File: src/rtl/ws2812_frame_ctrl_if.sv
// Requester write bus for ws2812_frame_ctrl.
// Carries two independent valid/ready pixel-write channels:
//   A (host) and B (effect engine), each with index, 24-bit {G,R,B} value, valid and ready.
// master: driven by the requesters; slave: driven by the frame controller (readies only).
interface ws2812_frame_ctrl_if #(
  parameter int unsigned IDX_W = 2
);
  logic             a_valid;
  logic             a_ready;
  logic [IDX_W-1:0] a_index;
  logic [23:0]      a_rgb;
  logic             b_valid;
  logic             b_ready;
  logic [IDX_W-1:0] b_index;
  logic [23:0]      b_rgb;

  modport master (
    output a_valid, a_index, a_rgb, b_valid, b_index, b_rgb,
    input  a_ready, b_ready
  );

  modport slave (
    input  a_valid, a_index, a_rgb, b_valid, b_index, b_rgb,
    output a_ready, b_ready
  );
endinterface

File: src/rtl/ws2812_frame_ctrl.sv
// Frame controller in front of the ws2812 serial driver.
// Two requesters write pixels into a shadow buffer (round-robin on contention); the shadow is
// copied to the driver bus in one shot, only in the cycle after a driver latch-gap pulse, so a
// frame never mixes old and new pixels.
// Ports:
//   clk, reset          clock, asynchronous active-low reset
//   req (slave)         requester A/B write channels (valid/ready/index/rgb)
//   commit              one-cycle request to publish at the next drv_gap
//   drv_gap             one-cycle pulse from the driver at the start of the latch gap
//   packed_rgb_data     active pixel data, pixel i at [24*i +: 24]
//   commit_pending      publish armed, waiting for drv_gap
//   frame_count         completed publishes (wrapping)
//   idx_err             sticky: an out-of-range write was accepted
// Optional feature: define WS2812_FRAME_CTRL_AUTOCOMMIT_EN to publish automatically at a gap
// whenever the shadow holds unpublished writes.
module ws2812_frame_ctrl #(
  parameter int unsigned NUM_LEDS = 4,
  parameter int unsigned IDX_W    = 2
) (
  input  logic                    clk,
  input  logic                    reset,
  ws2812_frame_ctrl_if.slave      req,
  input  logic                    commit,
  input  logic                    drv_gap,
  output logic [NUM_LEDS*24-1:0]  packed_rgb_data,
  output logic                    commit_pending,
  output logic [15:0]             frame_count,
  output logic                    idx_err
);

  typedef enum logic [1:0] {StIdle, StPending, StCopy} state_e;

  state_e                  state_q, state_d;
  logic                    last_b_q;  // 1: B was granted last, so A wins the next tie
  logic [NUM_LEDS*24-1:0]  shadow_q, shadow_d;
  logic [NUM_LEDS*24-1:0]  packed_q;
  logic [15:0]             frame_count_q;
  logic                    idx_err_q;

  logic                    a_grant, b_grant, wr_en, in_range;
  logic [IDX_W-1:0]        wr_idx;
  logic [23:0]             wr_rgb;

`ifdef WS2812_FRAME_CTRL_AUTOCOMMIT_EN
  logic                    dirty_q;
`endif

  // Grants: no writes during the copy cycle so the snapshot is coherent.
  always_comb begin
    a_grant = 1'b0;
    b_grant = 1'b0;
    if (state_q != StCopy) begin
      if (req.a_valid && req.b_valid) begin
        a_grant = last_b_q;
        b_grant = !last_b_q;
      end else begin
        a_grant = req.a_valid;
        b_grant = req.b_valid;
      end
    end
  end

  assign req.a_ready = a_grant;
  assign req.b_ready = b_grant;

  assign wr_en  = a_grant || b_grant;
  assign wr_idx = a_grant ? req.a_index : req.b_index;
  assign wr_rgb = a_grant ? req.a_rgb : req.b_rgb;

  // Decode the index against real pixels only; unmatched indices are dropped.
  always_comb begin
    shadow_d = shadow_q;
    in_range = 1'b0;
    for (int unsigned i = 0; i < NUM_LEDS; i++) begin
      if (wr_idx == IDX_W'(i)) begin
        in_range = 1'b1;
        if (wr_en) shadow_d[24*i +: 24] = wr_rgb;
      end
    end
  end

  always_comb begin
    state_d = state_q;
    unique case (state_q)
      StIdle: begin
        if (commit) begin
          state_d = StPending;
`ifdef WS2812_FRAME_CTRL_AUTOCOMMIT_EN
        end else if (drv_gap && dirty_q) begin
          state_d = StCopy;
`endif
        end
      end
      StPending: if (drv_gap) state_d = StCopy;
      StCopy:    state_d = commit ? StPending : StIdle;
      default:   state_d = StIdle;
    endcase
  end

  always_ff @(posedge clk or negedge reset) begin
    if (!reset) begin
      state_q       <= StIdle;
      last_b_q      <= 1'b1;
      shadow_q      <= '0;
      packed_q      <= '0;
      frame_count_q <= '0;
      idx_err_q     <= 1'b0;
    end else begin
      state_q  <= state_d;
      shadow_q <= shadow_d;
      if (wr_en) last_b_q <= b_grant;
      if (wr_en && !in_range) idx_err_q <= 1'b1;
      if (state_q == StCopy) begin
        packed_q      <= shadow_q;
        frame_count_q <= frame_count_q + 16'd1;
      end
    end
  end

`ifdef WS2812_FRAME_CTRL_AUTOCOMMIT_EN
  always_ff @(posedge clk or negedge reset) begin
    if (!reset) begin
      dirty_q <= 1'b0;
    end else if (state_q == StCopy) begin
      dirty_q <= 1'b0;
    end else if (wr_en && in_range) begin
      dirty_q <= 1'b1;
    end
  end
`endif

  assign packed_rgb_data = packed_q;
  assign commit_pending  = (state_q == StPending);
  assign frame_count     = frame_count_q;
  assign idx_err         = idx_err_q;

endmodule

File: src/flat_wrapper.sv
// flat-port wrapper written by rule: the top's interface ports become plain ports
module ws2812_frame_ctrl_flat 
#(
  parameter int unsigned NUM_LEDS = 4,
  parameter int unsigned IDX_W    = 2
)
  (clk, reset, commit, drv_gap, packed_rgb_data, commit_pending, frame_count, idx_err, req_a_valid, req_a_index, req_a_rgb, req_b_valid, req_b_index, req_b_rgb, req_a_ready, req_b_ready);
  ws2812_frame_ctrl_if #(.IDX_W(IDX_W)) req_i ();
  input  logic clk;
  input  logic reset;
  input  logic commit;
  input  logic drv_gap;
  output logic [NUM_LEDS*24-1:0] packed_rgb_data;
  output logic commit_pending;
  output logic [15:0] frame_count;
  output logic idx_err;
  input wire logic [$bits(req_i.a_valid)-1:0] req_a_valid;
  input wire logic [$bits(req_i.a_index)-1:0] req_a_index;
  input wire logic [$bits(req_i.a_rgb)-1:0] req_a_rgb;
  input wire logic [$bits(req_i.b_valid)-1:0] req_b_valid;
  input wire logic [$bits(req_i.b_index)-1:0] req_b_index;
  input wire logic [$bits(req_i.b_rgb)-1:0] req_b_rgb;
  output wire logic [$bits(req_i.a_ready)-1:0] req_a_ready;
  output wire logic [$bits(req_i.b_ready)-1:0] req_b_ready;
  assign req_i.a_valid = req_a_valid;
  assign req_i.a_index = req_a_index;
  assign req_i.a_rgb = req_a_rgb;
  assign req_i.b_valid = req_b_valid;
  assign req_i.b_index = req_b_index;
  assign req_i.b_rgb = req_b_rgb;
  assign req_a_ready = req_i.a_ready;
  assign req_b_ready = req_i.b_ready;
  ws2812_frame_ctrl #(.NUM_LEDS(NUM_LEDS), .IDX_W(IDX_W)) u_core (.clk(clk), .reset(reset), .req(req_i), .commit(commit), .drv_gap(drv_gap), .packed_rgb_data(packed_rgb_data), .commit_pending(commit_pending), .frame_count(frame_count), .idx_err(idx_err));
endmodule
File: config.mk
export PLATFORM = sky130hd
export DESIGN_NAME = ws2812_frame_ctrl_flat
export DESIGN_NICKNAME = d
export VERILOG_FILES = /design/src/rtl/ws2812_frame_ctrl_if.sv /design/src/rtl/ws2812_frame_ctrl.sv /design/src/flat_wrapper.sv
export SDC_FILE = /design/constraint.sdc
export NUM_CORES = 1
export LEC_CHECK = 0
export CAP_MARGIN = 0
export CORE_MARGIN = 2
export CORE_UTILIZATION = 50
export CTS_CLUSTER_DIAMETER = 50
export CTS_CLUSTER_SIZE = 8
export DETAILED_ROUTE_END_ITERATION = 10
export GPL_TIMING_DRIVEN = 0
export PLACE_DENSITY = 0.78
export SLEW_MARGIN = 20
export SYNTH_ARGS = -nofsm -noshare
export SYNTH_HDL_FRONTEND = slang
export SYNTH_SLANG_ARGS = --single-unit
File: constraint.sdc
create_clock -name clk -period 1.8 [get_ports clk]
set_input_delay 0.54 -clock clk [delete_from_list [all_inputs] [get_ports clk]]
set_output_delay 0.54 -clock clk [all_outputs]
set_load 0.005 [all_outputs]
==> results of run 1 <==
flip-flops by register name, indices dropped and copies added, names as in the netlist:
name / count
u_core.packed_rgb_data: 96
u_core.frame_count: 16
u_core.last_b_q: 1
u_core.state_q: 2
u_core.shadow_q: 96
u_core.idx_err: 1
cell type report:
cell class,instances,area [sq um],area share
clock buffers,43,820.8,0.07026
repair buffers,212,1927,0.1649
plain buffers,51,310.3,0.02656
clock inverters,1,5.005,0.0004284
inverters,96,360.3,0.03084
flip-flops and latches,212,5310,0.4545
multi-input cells,460,2674,0.2289
well taps,220,275.3,0.02356
worst register-to-register path, delay by kind of cell (launching register included):
kind                   cells  cell delay (ps)
DFF                        1              580
and+or+nand+nor            3              500
buffers and inverters      3              460
AOI/OAI and AO/OA          1              180
synthesized netlist by cell type, drive strengths merged:
cell and n:
nand4 11, nand2b 2, a21oi 97, ha 1, xnor2 13, nor2 5, dfrtp 211, a31oi 1
nor2b 6, nand3 7, nand2 108, mux2 1, buf 26, and4 1, clkbuf 26, xor2 2
dfstp 1, o21ai 96, and3 5, and2 5, inv 96, nor3 3, o22ai 96
routing by layer:
layer	GRT usage	share of wire	wire (microns)	vias up
met2	0.4328	0.47	11290	259
met4	0.1129	0.040	943	0
met1	0.3631	0.42	10110	3344
met3	0.04800	0.062	1484	72
li1	-	-	-	3292
met5	0	0	0	-
logic make-up after synthesis:
kind of cell / Yosys count / synth area share
flops: 212 / 0.6245
simple gates: 153 / 0.08320
mux: 1 / 0.001325
compound gates: 290 / 0.1984
buf+inv: 148 / 0.07569
xor+xnor: 15 / 0.01546
fa+ha+maj: 1 / 0.001472
power by group:
part	internal, uW	switching [uW]	leakage [uW]
Clock	3080	1900	0.000400
Sequential	6430	789	0.00247
Combinational	2150	2230	0.00287
path summary, 6_finish.rpt:
path,cells after the start,from,end
setup / recovery,5,u_core.state_q[0],req_a_ready
hold / removal,1,u_core.idx_err,u_core.idx_err
setup reg to reg,7,u_core.last_b_q,u_core.shadow_q[5]
hold reg to reg,1,u_core.idx_err,u_core.idx_err
max in group asynchronous,3,reset,u_core.packed_rgb_data[53]
min in group asynchronous,2,reset,u_core.shadow_q[40]
repair_timing:
item | CTS | global route
pin swaps | 0 | 0
hold buffers | 1 | 0
resized for setup | 148 | 32
setup endpoints to repair | 218 | 128
setup buffers | 29 | 7
endpoints found under the hold margin | 35 | 0
through the flow:
stage	setup WS (ps)	hold WS (ps)	area, sq um	power (uW)	TNS [ps]
2_1_floorplan	85.21	244.4	8497	8959	0
3_3_place_gp	-8478	439.7	10500	11910	-1845250
3_5_place_dp	-853.7	437.9	10560	12090	-59660
4_1_cts	-435.3	453.9	11590	16630	-1988
5_1_grt	-381.9	469.0	11680	17540	-3998
6_report	-347.6	447.6	11680	16580	-893.7
==> results by group, run 1 <==
GRT
  – Vias in the first global route: between 7000 and 8000
  – Overall track demand over capacity in global routing: 0.2689
  – Initial antenna violation count: 0
  – First-pass GRT wire length: 38.22 mm
  – Remaining Overflow, GRT: 0
  – Largest net degree at the start of global routing: 101

Die
  – Initial Util: 0.5124
  – Core Region: 16580 sq um
  – Die area: about 18000 sq um
  – Die span in y: 134.4 microns
  – Chip Width: 134.4 microns
  – Row Count: 47
  – I/O pin cnt: 174

Worst setup path
  – Critical Path Max Stage Delay: 380 ps
  – Reg2Reg Setup Slack: -20 ps
  – Worst path top cell family by delay: flip-flops
  – CP Data Required Time: about 1300 ps
  – Buf/Inv on CP: 3
  – Crit-path most repeated cell: buf_8
  – WS Path Type: reg -> out
  – Startpoint Class: flop
  – Critical-path cell list: nand2b_4, buf_8, buf_8, and3_4, buf_6
  – Slowest CP cell: dfrtp_1
  – Crit-path max FO: 4
  – CP Data Arrival Time: 1610 ps
  – Crit. End Element: output port

Timing
  – Fmax achieved: 465.6 MHz
  – Final Skew: 17.12 ps
  – Tmin final: 2148 ps
  – Final Hold Fails: 0
  – Setup violation total in the final timing report: 7
  – Unrepaired setup endpoints after global routing: true
  – Final WS setup: -347.6 ps
  – Normalized max-slew margin: 0.6715
  – Worst slew pin tran: approximately 490 ps
  – Max Slew Vio Count: 0
  – Period Utilization, post-route: 1.193

Power
  – Lkg Pwr: 0.005743 uW
  – Peak supply drop: 0.9403 mV
  – Power per cell area: 1419 nW/um^2

Status
  – Status: finished with violations
  – Failing checks: setup timing

Placed design
  – Post-DP HPWL: 16.45 mm
  – IO buf count: ~170
  – Final GP Congestion: 0.9097
  – Placed cells: 1215

Final layout
  – Util after Layout: 0.7045
  – # diodes: 0
  – Area growth from synthesis to layout: 37.49%
  – Final Non-Filler Cells: 1295
  – Nets: about 1100
  – Commonest non-fill, non-tap cell in the layout: dfrtp_1
  – Layout cells sized above 1: 0.1544
  – Most frequent cells in the layout: dfrtp_1 (208), dlygate4sd2_1 (114), nand2_1 (107)
  – Fillcell total: 1255

Detailed routing
  – Vias per std cell: 5.380
  – Drt first pass iters: 5
  – DRT iter0 DRCs: 475
  – DRT Wirelength: 23.83 mm
  – Final ANT Viol Nets: 0
  – WL/cell: 18.40 microns
  – Via count: ~7000
  – Residual DRC count: 0

Hold path
  – Worst Hold Class: reg -> reg

Yosys
  – Synthesized Nets: 879
  – Yosys top cell by area: dfrtp_1
  – Sequential area share after synthesis: 0.6245
  – Synth Register Bits: between 200 and 250
  – Count of different cell masters after synthesis: 28
  – Ys Warns: 0
  – Mean Syn Cell Area: 10.36 sq um
  – Ranking of synthesized cells by area: dfrtp_1 (62%), o22ai_1 (7.1%), o21ai_0 (5.7%)
  – Cell area after synthesis: 8497 sq um
  – Post-Syn Instances: 820
  – Synth top area share: 0.6214

Clock network
  – Clock Latency Late Sink: 540 ps
  – H-tree lvl count: 1
  – CTS clk-pin slew, worst paths: around 50 ps
  – CTS tree: done
  – Clock Tree Buf Depth: 3
  – Total clock sinks: roughly 210
  – Num CTS Buffers: 30
  – Clock Root Buffer: clkbuf_16

Run
  – Max-cap violations: 0
(Power assumes the default switching activity.)
==> run 2: changes to the inputs <==
- SLEW_MARGIN: 20 -> 30
==> run 2 against run 1 <==
  * The run still ends with setup timing left
  * Hold slack better by 0.64 ps
  * Die area unchanged
  * Via count up 0.72%
  * Clock-buffer cell count up 1
  * Clock skew down 2.4 ps
  * Power up 0.60%
  * Largest cell class unchanged
==> results by group, run 2 (synthesis gave the netlist of run 1 again) <==
GRT
  – Vias in the first global route: 7251 (-0.41%)
  – Initial antenna violation count: 1 (+1)
  – Largest net degree at the start of global routing: 91 (-9.9%)
  – Overall track demand over capacity in global routing: 0.2660 (-0.002871)
  – Remaining Overflow, GRT: 0 (unchanged)
  – First-pass GRT wire length: 37.82 mm (-1.0%)

Power
  – Share of power burned in registers: 0.433 (-0.003)
  – Switching part of the total: 0.2959 (-0.0007475)
  – Clock Power Share: 0.304 (+0.004)
  – Lkg Pwr: 0.005761 uW (+0.32%)
  – P_int: 11740 uW (+0.71%)
  – Sw Pwr: 4935 uW (+0.35%)
  – Logic pwr share: 0.263 (about the same)
  – Design Power: 16680 uW (+0.60%)
  – Power per cell area: 1420 nW/um^2 (+0.11%)
  – Peak supply drop: 0.7787 mV (-17%)

Final layout
  – Util after Layout: 0.7079 (+0.003470)
  – Commonest non-fill, non-tap cell in the layout: dfrtp_1
  – Nets: 1122 (unchanged)
  – Area growth from synthesis to layout: 38.17%
  – Most frequent cells in the layout: dfrtp_1 (208), dlygate4sd2_1 (114), nand2_1 (107)
  – Layout cells sized above 1: 0.1628 (+0.008372)

Detailed routing
  – Residual DRC count: 0 (unchanged)
  – Via count: 7017 (+0.72%)
  – Final ANT Viol Nets: 0 (unchanged)
  – DRT iter0 DRCs: 463 (-2.5%)
  – WL/cell: 18.42 microns (+0.11%)
  – Drt first pass iters: 5 (unchanged)
  – Vias per std cell: 5.414 (+0.64%)
  – DRT Wirelength: 23.87 mm (+0.18%)

Clock network
  – Clock Latency Late Sink: 530 ps (about the same)
  – Num CTS Buffers: 30 (unchanged)
  – CTS tree: done
  – Total clock sinks: 212 (unchanged)
  – CTS clk-pin slew, worst paths: 50 ps (about the same)
  – H-tree lvl count: 1 (unchanged)
  – Clock Tree Buf Depth: 3 (unchanged)
  – Clock Root Buffer: clkbuf_16

Die
  – Initial Util: 0.5124 (unchanged)
  – Core Region: 16580 sq um (unchanged)
  – Chip Width: 134.4 microns (unchanged)
  – I/O pin cnt: 174 (unchanged)
  – Die area: 18050 sq um (unchanged)
  – Die span in y: 134.4 microns (unchanged)
  – Row Count: 47 (unchanged)

Worst setup path
  – Worst path top cell family by delay: flip-flops
  – Buf/Inv on CP: 1 (-2)
  – Crit. End Element: output port
  – Critical Path Max Stage Delay: 580 ps (+200 ps)
  – WS Path Type: reg -> out
  – Slowest CP cell: dfstp_2
  – Critical-path cell list: nand2b_4, and3_4, buf_6
  – CP Data Required Time: 1260 ps (about the same)
  – CP Data Arrival Time: 1540 ps (-70 ps)
  – Startpoint Class: flop
  – Crit-path max FO: 3 (-1)

Timing
  – Final WS setup: -281.7 ps (+65.92 ps)
  – Max Slew Vio Count: 0 (unchanged)
  – Final Hold Fails: 0 (unchanged)
  – Final Skew: 14.75 ps (-2.367 ps)
  – Worst slew pin tran: 503.6 ps (+14.63 ps)
  – Normalized max-slew margin: 0.6617 (-0.009827)
  – Tmin final: 2082 ps (-65.92 ps)
  – Setup violation total in the final timing report: 12 (+5)
  – Period Utilization, post-route: 1.156 (-0.03662)
  – Fmax achieved: 480.4 MHz (+3.2%)
  – Unrepaired setup endpoints after global routing: true

Status
  – Failing checks: setup timing
  – Status: finished with violations

Placed design
  – Post-DP HPWL: 16.42 mm (-0.19%)
  – Final GP Congestion: 0.9097 (unchanged)
  – IO buf count: 173 (unchanged)

Run
  – Max-cap violations: 0 (unchanged)

Hold path
  – Worst Hold Class: reg -> reg
## run 2: changes by cell type in the layout (fill, tap and decap cells not counted), moves of 2 or more
cell      delta
a21oi_1      -4
a21oi_2      +4
buf_2        +3
buf_6        +2
clkbuf_1     -3
clkbuf_8     +2
o22ai_1      -3
o22ai_2      +3
## run 2: metal layers
metal / track usage / vias to the layer above / part of all wire
met4: 0.1029 / 0 / 0.036
met1: 0.3616 / 3409 / 0.42
met3: 0.04875 / 57 / 0.067
met5: 0 / - / 0
li1: - / 3276 / -
met2: 0.4286 / 275 / 0.48
## run 2: final timing paths
path	startpoint	endpoint	slack, ps	cells past startpoint
min	u_core.idx_err	u_core.idx_err	450	1
min reg2reg	u_core.idx_err	u_core.idx_err	450	1
min in group asynchronous	reset	u_core.shadow_q[44]	500	2
max reg2reg	u_core.last_b_q	u_core.shadow_q[69]	-70	6
max in group asynchronous	reset	u_core.shadow_q[58]	540	3
max	u_core.last_b_q	req_a_ready	-280	3
## run 2: what timing repair did
item | in CTS | in global routing
buffers inserted | 27 | 11
pin swaps | 0 | 2
hold buffers | 1 | 0
gates resized for setup | 159 | 30
endpoints found under the hold margin | 45 | 0
endpoints found under the setup margin | 219 | 93
## run 2: stage by stage
stage / setup TNS (ps) / std cells / setup slack (ps) / instance area, sq um / hold WS, ps
after global routing: -3392 / 1296 / -317.0 / 11740 / 498.0
after global placement: -1845250 / 1213 / -8478 / 10500 / 439.7
after detailed placement: -59720 / 1215 / -861.3 / 10560 / 447.8
after floorplan: 0 / 820 / 85.21 / 8497 / 244.4
final: -723.2 / 1296 / -281.7 / 11740 / 448.3
after CTS: -1091 / 1287 / -433.8 / 11600 / 454.6
## run 2: power by group through the flow
stage / registers [uW] / clock network, uW / logic (uW)
after floorplan: 7260 / 0 / 1700
after global placement: 7320 / 0 / 4590
after detailed placement: 7350 / 0 / 4740
after CTS: 7210 / 5130 / 4350
after global routing: 7400 / 5340 / 4920
final: 7220 / 5080 / 4380
## run 2: layout make-up
| type | instances | area [sq um] |
|---|---|---|
| Sequential cell | 212 | 5310 |
| Clock buffer | 44 | 844.6 |
| Fill cell | 1220 | 4843 |
| Tap cell | 220 | 275.3 |
| Antenna cell | 1 | 2.502 |
| Timing Repair Buffer | 213 | 1942 |
| Buffer | 50 | 295.3 |
| Inverter | 96 | 360.3 |
| Multi-Input combinational cell | 460 | 2710 |
==> run 3: changes to the inputs <==
==> constraint.sdc (replaced) <==
create_clock -name clk -period 1.8 [get_ports clk]
set_input_delay 0.54 -clock clk [delete_from_list [all_inputs] [get_ports clk]]
set_output_delay 0.54 -clock clk [all_outputs]
set_load 0.01 [all_outputs]
==> run 3 against run 2 <==
  * The flow still finishes with violations (setup timing)
  * Critical path type unchanged
  * Power up 1.6%
  * Routed wire length down 1.4%
  * Die area unchanged
  * Sequential power about the same
  * First-iteration DRC count up 1.3%
  * Via count down 1.8%
  * Non-clock buffer count down 19
  * Critical endpoint is now req_b_ready
  * Utilization down 1.2 points
  * Clock power about the same
  * Combinational power up 5.7%
  * Global-route usage down 0.14 points
==> results by group, run 3 (synthesis gave the netlist of run 1 again) <==
Worst setup path
  – CP Data Arrival Time: 1630 ps (+90 ps)
  – Critical-path cell list: nand2_2, and3_4, buf_6
  – Critical Path Max Stage Delay: 570 ps (about the same)
  – CP Data Required Time: 1260 ps (about the same)
  – Crit. End Element: output port
  – Slowest CP cell: dfstp_2
  – Reg2Reg Setup Slack: 10 ps (+80 ps)
  – Crit-path max FO: 5 (+2)
  – Startpoint Class: flop
  – WS Path Type: reg -> out

Timing
  – Normalized max-slew margin: 0.6662 (+0.004460)
  – Final Hold Fails: 0 (unchanged)
  – Setup violation total in the final timing report: 3 (-9)
  – Period Utilization, post-route: 1.206 (+0.04917)
  – Final WS setup: -370.2 ps (-88.50 ps)
  – Worst slew pin tran: 496.9 ps (-6.638 ps)
  – Post-route setup TNS: -918.7 ps (-195.5 ps)
  – Tmin final: 2170 ps (+88.50 ps)
  – Fmax achieved: 460.8 MHz (-4.1%)
  – Final Skew: 14.81 ps (+0.05420 ps)
  – Max Slew Vio Count: 0 (unchanged)
  – Unrepaired setup endpoints after global routing: true

Status
  – Status: finished with violations
  – Failing checks: setup timing

Detailed routing
  – Final ANT Viol Nets: 0 (unchanged)
  – Drt first pass iters: 5 (unchanged)
  – Residual DRC count: 0 (unchanged)
  – Via count: 6893 (-1.8%)
  – DRT Wirelength: 23.53 mm (-1.4%)
  – DRT iter0 DRCs: 469 (+1.3%)
  – Vias per std cell: 5.398 (-0.31%)
  – WL/cell: 18.42 microns (about the same)

GRT
  – Largest net degree at the start of global routing: 91 (unchanged)
  – Initial antenna violation count: 1 (unchanged)
  – Overall track demand over capacity in global routing: 0.2646 (-0.001374)
  – First-pass GRT wire length: 37.63 mm (-0.49%)
  – Vias in the first global route: 7186 (-0.90%)
  – Remaining Overflow, GRT: 0 (unchanged)

Die
  – Die span in y: 134.4 microns (unchanged)
  – Row Count: 47 (unchanged)
  – Core Region: 16580 sq um (unchanged)
  – I/O pin cnt: 174 (unchanged)
  – Die area: 18050 sq um (unchanged)
  – Initial Util: 0.5124 (unchanged)
  – Chip Width: 134.4 microns (unchanged)

Final layout
  – Final Non-Filler Cells: 1277 (-1.5%)
  – Layout cells sized above 1: 0.1364 (-0.02643)
  – Nets: 1103 (-1.7%)
  – Fillcell total: 1251 (+2.5%)
  – Commonest non-fill, non-tap cell in the layout: dfrtp_1
  – Area growth from synthesis to layout: 35.77%
  – Util after Layout: 0.6956 (-0.01230)
  – Most frequent cells in the layout: dfrtp_1 (208), dlygate4sd2_1 (114), nand2_1 (107)

Clock network
  – Clock Root Buffer: clkbuf_16
  – Num CTS Buffers: 30 (unchanged)
  – H-tree lvl count: 1 (unchanged)
  – Clock Tree Buf Depth: 3 (unchanged)
  – Total clock sinks: 212 (unchanged)
  – Clock Latency Late Sink: 530 ps (about the same)
  – CTS tree: done
  – CTS clk-pin slew, worst paths: 50 ps (about the same)

Hold path
  – Worst Hold Class: reg -> reg

Placed design
  – Pre-CTS setup slack: -893.8 ps (-32.48 ps)
  – Placed cells: 1215 (unchanged)
  – Final GP Congestion: 0.9097 (unchanged)
  – Post-DP HPWL: 16.42 mm (unchanged)
  – IO buf count: 173 (unchanged)

Power
  – Lkg Pwr: 0.005646 uW (-2.0%)
  – Peak supply drop: 0.7787 mV (about the same)
  – Power per cell area: 1468 nW/um^2 (+3.4%)

Run
  – Max-cap violations: 0 (unchanged)
## run 3: final timing paths
path,start,to,depth (start not counted)
min,u_core.idx_err,u_core.idx_err,1
max,u_core.last_b_q,req_b_ready,3
max in group asynchronous,reset,u_core.shadow_q[60],3
max reg2reg,u_core.state_q[1],u_core.shadow_q[60],7
min in group asynchronous,reset,u_core.shadow_q[44],2
min reg2reg,u_core.idx_err,u_core.idx_err,1
## run 3: timing repair
item / CTS / global route
endpoints found under the setup margin: 219 / 110
setup buffers: 12 / 5
resized for setup: 163 / 8
hold endpoints to repair: 45 / 0
hold buffers: 1 / 0
## run 3: through the flow
step / total power, uW / instance area [sq um] / hold slack (ps)
after global routing: 17900 / 11540 / 482.8
after global placement: 12330 / 10500 / 439.7
after floorplan: 9369 / 8497 / 244.4
after CTS: 17020 / 11500 / 454.6
after detailed placement: 12520 / 10560 / 447.8
final: 16940 / 11540 / 448.0
## run 3: power breakdown
| group | switching (uW) | internal [uW] |
|---|---|---|
| registers | 792 | 6440 |
| clock network | 1920 | 3160 |
| logic | 2590 | 2040 |
| total | 5300 | 11600 |
## run 3: layout make-up
cell class	count	area, sq um	area share
diodes	1	2.502	0.0002169
plain buffers	51	307.8	0.02668
clock buffers	44	844.6	0.07321
inverters	96	360.3	0.03124
multi-input cells	460	2651	0.2298
flip-flops and latches	212	5310	0.4603
well taps	220	275.3	0.02386
repair buffers	193	1784	0.1547
## run 3: layer usage
layer  track usage  vias up  wire (microns)
li1              -     3234               -
met1        0.3611     3360           10090
met2        0.4249      246           11120
met3       0.04837       53            1510
met4        0.1023        0             804
met5             0        -               0
## run 3: critical path, delay by kind of cell (launching register included)
kind | cells | cell delay [ps]
flip-flops | 1 | 570
AND/OR/NAND/NOR | 2 | 410
buffers and inverters | 1 | 110
